### config.mk
export PLATFORM = sky130hd
export DESIGN_NAME = iter_shifter
export DESIGN_NICKNAME = d
export VERILOG_FILES = /design/src/rtl/iter_shifter.sv
export SDC_FILE = /design/constraint.sdc
export NUM_CORES = 1
export LEC_CHECK = 0
export ABC_AREA = 1
export CAP_MARGIN = 5
export CORE_ASPECT_RATIO = 1.75
export CORE_MARGIN = 5
export CORE_UTILIZATION = 40
export CTS_BUF_LIST = sky130_fd_sc_hd__clkbuf_4
export CTS_CLUSTER_DIAMETER = 120
export CTS_CLUSTER_SIZE = 20
export DETAILED_ROUTE_END_ITERATION = 12
export PLACE_DENSITY = 0.61
export SLEW_MARGIN = 20
export SYNTH_ARGS = -nofsm -noshare
export SYNTH_HDL_FRONTEND = slang
export SYNTH_SLANG_ARGS = --single-unit
export TNS_END_PERCENT = 5
### constraint.sdc
create_clock -name clk -period 2.1 [get_ports clk]
set_input_delay 0.63 -clock clk [delete_from_list [all_inputs] [get_ports clk]]
set_output_delay 0.63 -clock clk [all_outputs]
set_load 0.005 [all_outputs]
### src/rtl/iter_shifter.sv
// iter_shifter: multi-cycle SIMPLE-group shifter (SLL, SLR, SRL, SRA).
// Moves at most STEP bit positions per clock. Produces a registered result
// and {S, Z, C, V} condition flags.
//
// Optional feature macro: ITER_SHIFTER_ROTATE_EN
//   defined   -> op=9 is rotate-left (SLR) with C=0
//   undefined -> rotate logic is absent; op=9 behaves exactly as SLL
//
// Ports:
//   clk          rising-edge clock
//   rst_n        asynchronous active-low reset
//   in_valid     request valid
//   in_ready     block can accept (high only in IDLE)
//   op[3:0]      8=SLL, 9=SLR, 10=SRL, anything else=SRA
//   data[W-1:0]  operand (signed for SRA)
//   amt[A-1:0]   shift distance 0..WIDTH-1
//   out_valid    result/cond valid (high only in DONE)
//   out_ready    consumer accepts result
//   result[W-1:0] shifted value (0 outside DONE)
//   cond[3:0]    {S, Z, C, V} (0 outside DONE)
//   o_dbg_state  current FSM state, for observation only
//
// Handshake: a transfer happens on a rising edge where valid and ready are
// both high. The producer holds valid and its payload stable until that edge;
// ready may be driven independently of valid. On the input side payload is
// sampled only at the accept edge; on the output side result/cond are held
// stable while out_valid=1 and out_ready=0.

module iter_shifter #(
  parameter int WIDTH = 16,
  parameter int STEP  = 4,
  localparam int AMT_W = $clog2(WIDTH)
) (
  input  logic             clk,
  input  logic             rst_n,
  input  logic             in_valid,
  output logic             in_ready,
  input  logic [3:0]       op,
  input  logic [WIDTH-1:0] data,
  input  logic [AMT_W-1:0] amt,
  output logic             out_valid,
  input  logic             out_ready,
  output logic [WIDTH-1:0] result,
  output logic [3:0]       cond,
  output logic [1:0]       o_dbg_state
);

  typedef enum logic [1:0] {
    S_IDLE  = 2'd0,
    S_SHIFT = 2'd1,
    S_DONE  = 2'd2
  } state_t;

  // Step width is one bit wider than amt so STEP==WIDTH still fits.
  localparam logic [AMT_W:0]   C_WIDTH = (AMT_W+1)'(WIDTH);
  localparam logic [AMT_W:0]   C_STEP  = (AMT_W+1)'(STEP);
  localparam logic [WIDTH-1:0] C_ONE   = WIDTH'(1);

  state_t             r_state;
  state_t             w_state_nxt;
  logic [WIDTH-1:0]   r_work;
  logic [3:0]         r_op;
  logic [AMT_W-1:0]   r_rem;
  logic               r_carry;

  logic               w_accept;
  logic [AMT_W:0]     w_rem_ext;
  logic [AMT_W:0]     w_k;
  logic [AMT_W-1:0]   w_k_lo;
  logic               w_last_step;
  logic [WIDTH-1:0]   w_sll;
  logic [WIDTH-1:0]   w_srl;
  logic [WIDTH-1:0]   w_sra;
  logic               w_c_sll;
  logic               w_c_srl;
  logic [WIDTH-1:0]   w_work_nxt;
  logic               w_carry_nxt;

  // ---------------- step datapath ----------------
  assign w_accept    = in_valid && (r_state == S_IDLE);
  assign w_rem_ext   = {1'b0, r_rem};
  assign w_k         = (w_rem_ext < C_STEP) ? w_rem_ext : C_STEP;
  // rem <= WIDTH-1, so k always fits in AMT_W bits.
  assign w_k_lo      = w_k[AMT_W-1:0];
  assign w_last_step = (r_rem == w_k_lo);

  assign w_sll = r_work << w_k;
  assign w_srl = r_work >> w_k;
  assign w_sra = $signed(r_work) >>> w_k;

  // Carry is the last bit to leave the word: work[WIDTH-k] for left shifts,
  // work[k-1] for right shifts. Masking avoids a variable part-select.
  assign w_c_sll = |(r_work & (C_ONE << (C_WIDTH - w_k)));
  assign w_c_srl = |(r_work & (C_ONE << (w_k - 1'b1)));

`ifdef ITER_SHIFTER_ROTATE_EN
  logic [WIDTH-1:0] w_rot;
  assign w_rot = (r_work << w_k) | (r_work >> (C_WIDTH - w_k));
`endif

  always_comb begin
    w_work_nxt  = w_sra;
    w_carry_nxt = w_c_srl;
    case (r_op)
      4'd8: begin
        w_work_nxt  = w_sll;
        w_carry_nxt = w_c_sll;
      end
`ifdef ITER_SHIFTER_ROTATE_EN
      4'd9: begin
        w_work_nxt  = w_rot;
        w_carry_nxt = 1'b0;
      end
`else
      4'd9: begin
        w_work_nxt  = w_sll;
        w_carry_nxt = w_c_sll;
      end
`endif
      4'd10: begin
        w_work_nxt  = w_srl;
        w_carry_nxt = w_c_srl;
      end
      default: begin
        w_work_nxt  = w_sra;
        w_carry_nxt = w_c_srl;
      end
    endcase
  end

  always_ff @(posedge clk or negedge rst_n) begin
    if (!rst_n) begin
      r_work  <= '0;
      r_op    <= '0;
      r_rem   <= '0;
      r_carry <= 1'b0;
    end else if (w_accept) begin
      r_work  <= data;
      r_op    <= op;
      r_rem   <= amt;
      r_carry <= 1'b0;
    end else if (r_state == S_SHIFT) begin
      r_work  <= w_work_nxt;
      r_carry <= w_carry_nxt;
      r_rem   <= r_rem - w_k_lo;
    end
  end

  // ---------------- control FSM ----------------
  always_ff @(posedge clk or negedge rst_n) begin
    if (!rst_n) r_state <= S_IDLE;
    else        r_state <= w_state_nxt;
  end

  always_comb begin
    w_state_nxt = r_state;
    in_ready    = 1'b0;
    out_valid   = 1'b0;
    result      = '0;
    cond        = 4'b0000;
    case (r_state)
      S_IDLE: begin
        in_ready = 1'b1;
        if (in_valid) w_state_nxt = (amt != '0) ? S_SHIFT : S_DONE;
      end
      S_SHIFT: begin
        if (w_last_step) w_state_nxt = S_DONE;
      end
      S_DONE: begin
        out_valid = 1'b1;
        result    = r_work;
        cond      = {r_work[WIDTH-1], (r_work == '0), r_carry, 1'b0};
        if (out_ready) w_state_nxt = S_IDLE;
      end
      default: w_state_nxt = S_IDLE;
    endcase
  end

  assign o_dbg_state = r_state;

endmodule
==> run_results.csv, run 1 <==
group,metric,value,unit
status,status,"complete, but fails checks",
status,violations,"negative setup slack",
global_routing,use_met1,0.283,
yosys,yosys-top-cells-area,"dfrtp_1 26%, nand2_1 20%, nor2_1 7.9%, o21ai_0 7.4%, inv_1 6.8%",
die,fp.dieArea,8410,µm²
setup_path,slowest_stage,"dfrtp_1",
power,leakagePower,1.89,nW
hold_path,holdPathStages,2,
global_routing,grt_use_total,0.265,
yosys,syn_inst,458,
yosys,seq_area_frac_synth,0.255,
sta,drv_slew,0,
setup_path,crit_family,"buffers and inverters",
setup_path,rr_endpoint,"r_work[6]",
sta,rsz0062_at_grt,"yes",
hold_path,hold_class,"reg2reg",
global_routing,grt_max_degree,44,
global_routing,grt_pass1_vias,3296,
sta,setup_slack,-0.0166,ns
sta,setup_viol,8,
clock_tree,cts_tree,"built",
clock_tree,h-tree-depth,1,
setup_path,critPathKind,"reg2out",
final_layout,layout_commonest_cell,"nand2_1",
routing,drc_errors,0,
clock_tree,cts_buffer_depth,2,
die,core,6490,µm²
routing,drtAntennaViolNets,0,
routing,drt_pre_antenna_iters,5,
setup_path,crit_arrival,1.49,ns
placed_design,gp_congestion,1.02,
yosys,yosys.area.top_type_share,0.255,
final_layout,drive_above_1_share,0.199,
final_layout,num-fill-cells,701,
sta,fin_skew,0.00533,ns
clock_tree,clk_latency,0.36,ns
sta,period_minus_slack,2.12,ns
routing,routedWlPerCell,17.7,µm
die,io_pins,52,
global_routing,antenna_found_initial,0,
power,p_per_area,1680,nW/µm²
yosys,syn_avg_cell_area,5.78,µm²
clock_tree,path_clk_slew,0.16,ns
global_routing,global_route.usage.met3,0.0333,
die,die_x,71.5,µm
final_layout,antennaDiodeCount,0,
setup_path,start_kind,"register",
routing,wirelength,11.2,mm
clock_tree,hold_buffers,0,
yosys,ys_seq_elements,27,
routing,drt_iter0_drc,285,
yosys,synth_nets,488,
clock_tree,clock-sinks,27,
placed_design,place_area,3590,µm²
clock_tree,root_buffer,"clkbuf_4",
global_routing,grt_pass1_wl,17.1,mm
sta,period_share,1.01,
final_layout,design_area,3670,µm²
power,ir_worst_vdd,0.974,mV
setup_path,worstPathMaxFanout,18,
final_layout,final_cell_mix,"139 x nand2_1, 56 x buf_4, 46 x inv_1, 46 x nor2_1, 39 x o21ai_0",
setup_path,worstSetupEndpointType,"output port",
yosys,yosys_warnings,0,
setup_path,crit_buf_inv,3,
setup_path,cpPeakStageDelay,0.44,ns
sta,hold_viol_final,0,
setup_path,cp_cell_sequence,"nor2_4 -> inv_4 -> buf_8 -> nor2_1 -> dlygate4sd2_1",
run,max-cap-violations,0,
setup_path,ff2ff_path_depth,10,
global_routing,grt-busiest-layer,"met2",
power,finalPower,6.17,mW
yosys,synthDistinctLibCells,33,
placed_design,hpwl,8.87,mm
setup_path,required,1.47,ns
setup_path,r2r_start,"r_rem[2]",
die,die_h,118,µm
placed_design,portBuffers,50,
routing,viasPerCell,5.47,
die,rows,39,
die,floorplan.initialDensity,0.408,
yosys,netlist_area,2650,µm²
global_routing,grtUsageMet2,0.463,
final_layout,nets,578,
final_layout,area_growth,38.6,%
yosys,synth_top_area_cell,"dfrtp_1",
routing,num_vias,3439,
setup_path,ff2ff_setup_slack,0.15,ns
clock_tree,cts_buffers,3,
hold_path,hold_path.startpoint,"r_carry",
sta,fmax,472,MHz
global_routing,overflow,0,
hold_path,whs_endpoint,"r_carry",
worst max-delay path by stage:
stage	slack, ns	cells after the start	to	startpoint
after floorplan	0.18	13	r_carry	r_rem[3]
after global placement	-0.20	7	cond[2]	o_dbg_state[1]
after detailed placement	-0.21	7	cond[2]	o_dbg_state[1]
after CTS	-0.22	7	cond[2]	o_dbg_state[1]
after global routing	-0.10	6	cond[2]	o_dbg_state[0]
final	-0.02	5	result[1]	o_dbg_state[0]
cell families after synthesis:
group                      Yosys count  synth area share
AOI/OAI and AO/OA                  103             0.215
adders and majority gates            2           0.00945
buffers and inverters               76             0.125
DFF                                 27             0.255
muxes                                3            0.0113
other                                1           0.00142
and+or+nand+nor                    246             0.383
cell type report:
class                           count  area, µm²  area share
Timing Repair Buffer              110        955       0.260
Tap cell                           82        103      0.0279
Sequential cell                    27        678       0.185
Inverter                           51        194      0.0528
Multi-Input combinational cell    355       1710       0.466
Clock buffer                        4       30.0     0.00818
repair_timing:
item,CTS,global route
pin swaps,2,4
endpoints found under the setup margin,21,21
gates cloned,0,0
buffers inserted,3,0
resized for setup,39,37
state kept, by name, summed over array words and instances, names as in the netlist:
signal,count
r_op,4
o_dbg_state,2
r_carry,1
r_rem,4
r_work,16
layer usage:
layer	routed length [µm]	up-vias
li1	-	1678
met2	5850	151
met1	4000	1563
met5	0	-
met4	780	0
met3	521	47
synth_stat cells (all sizes together):
cell type / number
nand2: 140
o21ai: 71
nor2: 58
inv: 50
nand3: 31
dfrtp: 27
buf: 15
a21oi: 10
clkbuf: 10
o22ai: 9
nand4: 8
o211ai: 6
nor3: 4
a31oi: 3
mux2i: 3
ha: 2
nor4: 2
o31ai: 2
or2: 2
a21boi: 1
clkinv: 1
conb: 1
nand3b: 1
o21a: 1
worst reg2reg max path, cell delays in order (launching register included):
cell      delay (ns)
dfrtp_2         0.47
nor2_4          0.17
buf_4           0.15
nand2_2         0.06
buf_12          0.17
o21ai_0         0.32
o22ai_1         0.14
nand2_1         0.08
o211ai_1        0.12
nor2_1          0.14
nor2_1          0.05
where the power goes:
group          switching, mW  internal, mW  total (mW)  leakage [nW]
sequential             0.179         0.789       0.968         0.321
combinational           3.01          1.92        4.93          1.55
clock                  0.186        0.0879       0.274        0.0184
per-stage QoR:
stage | std cells | setup TNS [ns] | hold WS (ns) | worst slack (ns) | utilization
final | 629 | -0.0625 | 0.510 | -0.0166 | 0.566
after floorplan | 458 | 0 | 0.334 | 0.178 | -
after CTS | 629 | -1.35 | 0.516 | -0.223 | 0.560
after detailed placement | 622 | -0.702 | 0.476 | -0.211 | 0.553
after global placement | 622 | -0.282 | 0.465 | -0.204 | 0.553
after global routing | 629 | -0.862 | 0.555 | -0.105 | 0.566
Note: power is estimated with default switching activity, not from simulation.
==> run 2, diff against run 1 <==
CELL_PAD_IN_SITES_DETAIL_PLACEMENT = 0   (was default)
CELL_PAD_IN_SITES_GLOBAL_PLACEMENT = 1   (was default)
CORE_UTILIZATION = 36   (was 40)
PLACE_DENSITY = 0.79   (was 0.61)
==> run 2 against run 1 <==
Effect of this change: the run still ends with negative setup slack left; maximum frequency shrank 4.6%; critical endpoint is now result[15]; cell area shrank 0.89%; sequential share of layout area grew 0.096 points; first-iteration DRC count shrank 30%; routed wire length grew 14%; setup slack lost 0.10 ns; critical path depth is the same; global-route usage grew 2.3 points; power grew 2.0%; non-clock buffer count grew 5; sequential power grew 3.2%; die area grew 9.8%.
==> run_results.csv, run 2 (same netlist as run 1, synthesis figures left out) <==
group,metric,value,unit
routing,drt_pre_antenna_iters,5,
power,seq_power_share,0.159,
sta,period_share,1.06,
final_layout,layout_commonest_cell,"nand2_1",
global_routing,grt_pass1_vias,3586,
routing,routedWlPerCell,19.9,µm
clock_tree,cts_tree,"built",
final_layout,top_regs,"r_work (16), r_op (4), r_rem (4)",
final_layout,num-fill-cells,830,
die,core,7180,µm²
final_layout,drive_above_1_share,0.203,
final_layout,antennaDiodeCount,0,
setup_path,ff2ff_setup_slack,0,ns
die,fp.dieArea,9240,µm²
placed_design,place_ws,-0.264,ns
global_routing,overflow,0,
global_routing,grt_max_degree,28,
sta,setup_slack,-0.119,ns
final_layout,area_growth,37.4,%
power,p_sw_frac,0.564,
setup_path,crit_arrival,1.59,ns
die,io_pins,52,
routing,drtAntennaViolNets,0,
power,p_per_area,1730,nW/µm²
placed_design,portBuffers,50,
power,pwr-share-comb,0.798,
clock_tree,clock-sinks,27,
die,floorplan.initialDensity,0.369,
final_layout,fin_util,0.507,
status,status,"complete, but fails checks",
clock_tree,path_clk_slew,0.18,ns
setup_path,slowest_stage,"dfrtp_1",
setup_path,critPathKind,"reg2out",
routing,num_vias,3445,
power,p_int,2.75,mW
power,clockPowerShare,0.043,
die,die_x,74.8,µm
placed_design,hpwl,10.2,mm
hold_path,hold_class,"reg2reg",
run,max-cap-violations,0,
sta,hold_viol_final,0,
routing,wirelength,12.7,mm
power,leakagePower,1.88,nW
clock_tree,hold_buffers,0,
clock_tree,root_buffer,"clkbuf_4",
global_routing,grt_pass1_wl,19.3,mm
final_layout,nets,583,
clock_tree,cts_buffer_depth,2,
clock_tree,cts_buffers,3,
clock_tree,h-tree-depth,1,
sta,period_minus_slack,2.22,ns
final_layout,regMostFlops,"r_work",
power,ir_worst_vdd,0.944,mV
final_layout,final_cell_mix,"139 x nand2_1, 63 x buf_4, 51 x nor2_1",
sta,fin_skew,0.0131,ns
sta,rsz0062_at_grt,"yes",
clock_tree,clk_latency,0.37,ns
power,finalPower,6.29,mW
routing,drc_errors,0,
sta,setup_viol,20,
setup_path,cp_cell_sequence,"nor2_2 -> clkinv_2 -> buf_4 -> nor2_4 -> clkdlybuf4s15_2",
placed_design,gp_congestion,0.972,
setup_path,cpPeakStageDelay,0.43,ns
setup_path,start_kind,"register",
status,violations,"negative setup slack",
final_layout,largest_reg_flops,16,
routing,viasPerCell,5.40,
sta,hold_ws,0.499,ns
power,power.switching,3.55,mW
sta,drv_slew,0,
setup_path,worstSetupEndpointType,"output port",
global_routing,antenna_found_initial,0,
setup_path,required,1.47,ns
setup_path,worstPathMaxFanout,18,
sta,fmax,451,MHz
global_routing,grt_use_total,0.288,
die,rows,41,
routing,drt_iter0_drc,200,
sta,tns,-1.00,ns
die,die_h,123,µm
==> run 2: metrics by stage <==
stage,cell area (µm²),instances
global placement,3630,632
global route,3640,638
CTS,3670,638
finish,3640,638
detailed placement,3630,632
floorplan,2650,458
==> run 2: cell type report <==
class,count,area (µm²),share of cell area
repair buffers,115,940,0.258
flip-flops and latches,27,676,0.186
multi-input cells,355,1700,0.466
well taps,86,108,0.0296
inverters,51,193,0.0530
clock buffers,3,22.5,0.00619
clock inverters,1,5.00,0.00138
==> run 2: per-layer routing <==
layer | up-vias | GRT usage | share of wire
met5 | - | 0 | 0
met4 | 0 | 0.175 | 0.067
met3 | 46 | 0.0334 | 0.039
met2 | 119 | 0.534 | 0.55
met1 | 1596 | 0.292 | 0.35
li1 | 1684 | - | -
==> run 2: repair_timing <==
item / CTS / global route
buffers inserted: 2 / 1
resized for setup: 39 / 41
pin swaps: 2 / 2
endpoints found under the setup margin: 21 / 25
==> run 2: critical path: cells and delay by family, from the launching register on <==
family	cells	cell delay (ns)
buffers and inverters	3	0.53
flip-flops	1	0.43
AND/OR/NAND/NOR	2	0.26
==> run 2: final timing paths <==
path / from / depth (start not counted) / end
min reg2reg: r_op[3] / 2 / r_op[3]
min in group asynchronous: rst_n / 2 / r_rem[0]
min: r_op[3] / 2 / r_op[3]
max: o_dbg_state[0] / 5 / result[15]
max reg2reg: r_rem[3] / 14 / r_carry
max in group asynchronous: rst_n / 2 / r_work[9]
==> run 2: power groups by stage <==
stage	Sequential, mW	Combinational [mW]	Clock [mW]
3_3_place_gp	0.993	4.98	0
5_1_grt	1.02	5.52	0.291
3_5_place_dp	1.01	4.97	0
2_1_floorplan	1.01	2.66	0
4_1_cts	1.00	4.96	0.272
6_report	0.999	5.03	0.269
==> variant: new RTL, config.mk and constraints of run 2 <==
Build with the macro `ITER_SHIFTER_ROTATE_EN` defined.
--- a/src/rtl/iter_shifter.sv
+++ b/src/rtl/iter_shifter.sv
@@ -27,2 +27,4 @@
 // stable while out_valid=1 and out_ready=0.
+
+`define ITER_SHIFTER_ROTATE_EN
 
Formal check against the unedited RTL: not equivalent (Yosys sat finds a counterexample within 4 cycles, from zero or initial values and one cycle with rst_n low).
==> variant against run 2 <==
  * The run still ends with negative setup slack left
  * Via count is 4.5% lower
  * Worst setup slack improved by 44 ps
  * Area after synthesis up 2.0%
  * Cell count fell by 1.4%
  * Wire length is 18% lower
  * Sequential cell count stayed put
  * First-iteration DRC count rose by 74%
  * Worst hold slack gained 1.8 ps
  * Register-to-register slack improved by 140 ps
  * Critical endpoint is now cond[2]
  * Total power down 3.7%
  * Final area decreased by 2.1%
  * Global-route usage decreased by 5.8 points
  * Core utilization is 1.8 points lower
==> variant: results (changes against run 2) <==
| Metric | Value |
|---|---|
| Max Clock Skew | 3.532 ps (-9.524 ps) |
| Setup tns final | -75.06 ps (+925.8 ps) |
| Max incr delay on CP | 400 ps (-30 ps) |
| Clk_lat worst skew | 350 ps (-20 ps) |
| Post-Synthesis Net Count | 493 (+1.0%) |
| Clock transition at path regs | 160 ps (-20 ps) |
| Post-synthesis sequential area ratio | 25.00% (-0.51 points) |
| Top cells by area, synth | dfrtp_1, nand2_1, nand3_1, inv_1, nor2_1 |
| Drt pass-1 iters | 4 (-1) |
| First-pass GRT wire length | 16.46 mm (-15%) |
| Worst IR Drop VDD | 0.9049 mV (-4.1%) |
| Routed WL | 10.39 mm (-18%) |
| Cell count after synthesis | 463 (+1.1%) |
| Failing checks | negative setup slack |
| Worst path arrival time | 1550 ps (-40 ps) |
| CP max FO | 2 (-16) |
| Dpl ws | -139.9 ps (+123.8 ps) |
| Top cells by count, synth | nand2_1, inv_1, nand3_1 |
| Total number of vias | 3,290 (-4.5%) |
| Initial antenna violation count | 1 (+1) |
| Worst path top cell family by delay | simple AND/OR/NAND/NOR gates |
| GRT Total Usage | 22.92% (-5.8 points) |
| Final setup fails | 1 (-95%) |
| Fin cells | 629 (-1.4%) |
| Gpl congestion | 0.9218 (-5.2%) |
| Ys flop type | dfrtp_1 |
| Final HPWL DP | 8.230 mm (-20%) |
| Final Worst Setup Slack | -75.06 ps (+43.53 ps) |
| Fillers | 837 (+0.84%) |
| Ys async rst share | 100.0% (unchanged) |
| Inst Count DP | 623 (-1.4%) |
| Status | finished with violations |
| Synth warn | 0 (unchanged) |
| Switching pwr | 3.339 mW (-5.9%) |
| Initial DRC count | 347 (+74%) |
| Leakage | 1.833 nW (-2.3%) |
| Share of layout cells above drive strength 1 | 17.90% (-2.4 points) |
variant: cell types whose count changed after synthesis, moves of 7 or more:
cell and delta:
a21oi_1 +11, clkbuf_1 -7, nand2_1 +12, nand3_1 +20, nor2_1 -15, o21ai_0 -11, o21ai_1 -13
variant: worst paths after layout:
path	slack, ps	depth (start not counted)	startpoint	end
min	500	2	r_op[3]	r_op[3]
max in group asynchronous	1160	2	rst_n	r_work[12]
max reg2reg	140	9	r_rem[3]	r_work[9]
min reg2reg	500	2	r_op[3]	r_op[3]
max	-80	7	o_dbg_state[1]	cond[2]
min in group asynchronous	650	2	rst_n	r_rem[0]
variant: power by group through the flow:
stage               sequential, mW  combinational, mW  clock (mW)
global route                  1.02               5.36       0.284
floorplan                    0.996               2.97           0
finish                       0.989               4.82       0.252
global placement             0.972               4.81           0
CTS                          0.975               4.82       0.265
detailed placement           0.981               4.80           0
variant: timing repair:
item	in CTS	in global routing
hold buffers	0	0
pin swaps	1	2
setup endpoints to repair	21	19
gates resized for setup	49	18
setup buffers	1	0
variant: per-stage QoR:
step | instance area [sq um] | utilization, % | hold slack (ps)
3_5_place_dp | 3540 | 48.59 | 467.8
4_1_cts | 3596 | 49.36 | 507.0
6_report | 3562 | 48.90 | 500.5
5_1_grt | 3562 | 48.90 | 553.1
3_3_place_gp | 3540 | 48.59 | 464.5
2_1_floorplan | 2703 | - | 334.4
variant: cells by family (layout without fill, tap and decap cells):
group / after synthesis / count (layout) / share of synthesized area, %
buf+inv: 81 / 160 / 14.12
xor+xnor: 1 / 1 / 0.3241
other cells: 2 / 3 / 0.2779
flops: 27 / 27 / 25.00
simple gates: 268 / 268 / 42.36
compound gates: 82 / 82 / 16.99
fa+ha+maj: 2 / 2 / 0.9258
variant: tightest hold or removal path, delay by kind of cell, from the launching register on:
family | cells | cell delay (ps)
AND/OR/NAND/NOR | 2 | 100
flip-flops | 1 | 370
variant: final cells by class:
cell class / count / area [sq um] / share of cell area, %
inverter: 54 / 202.7 / 5.690
timing repair buffer: 102 / 860.8 / 24.17
clock inverter: 1 / 5.005 / 0.1405
sequential: 27 / 675.6 / 18.97
tap: 86 / 107.6 / 3.021
antenna: 1 / 2.502 / 0.07025
clock buffer: 3 / 22.52 / 0.6322
multi-input combinational: 355 / 1685 / 47.31
variant: per-layer routing:
layer  vias to the layer above  track usage (%)  wire [um]
li1                       1652                -          -
met1                      1525            26.33       3959
met2                        87            40.75       5601
met3                        26            1.939        367
met4                         0            10.40        459
met5                         -                0          0
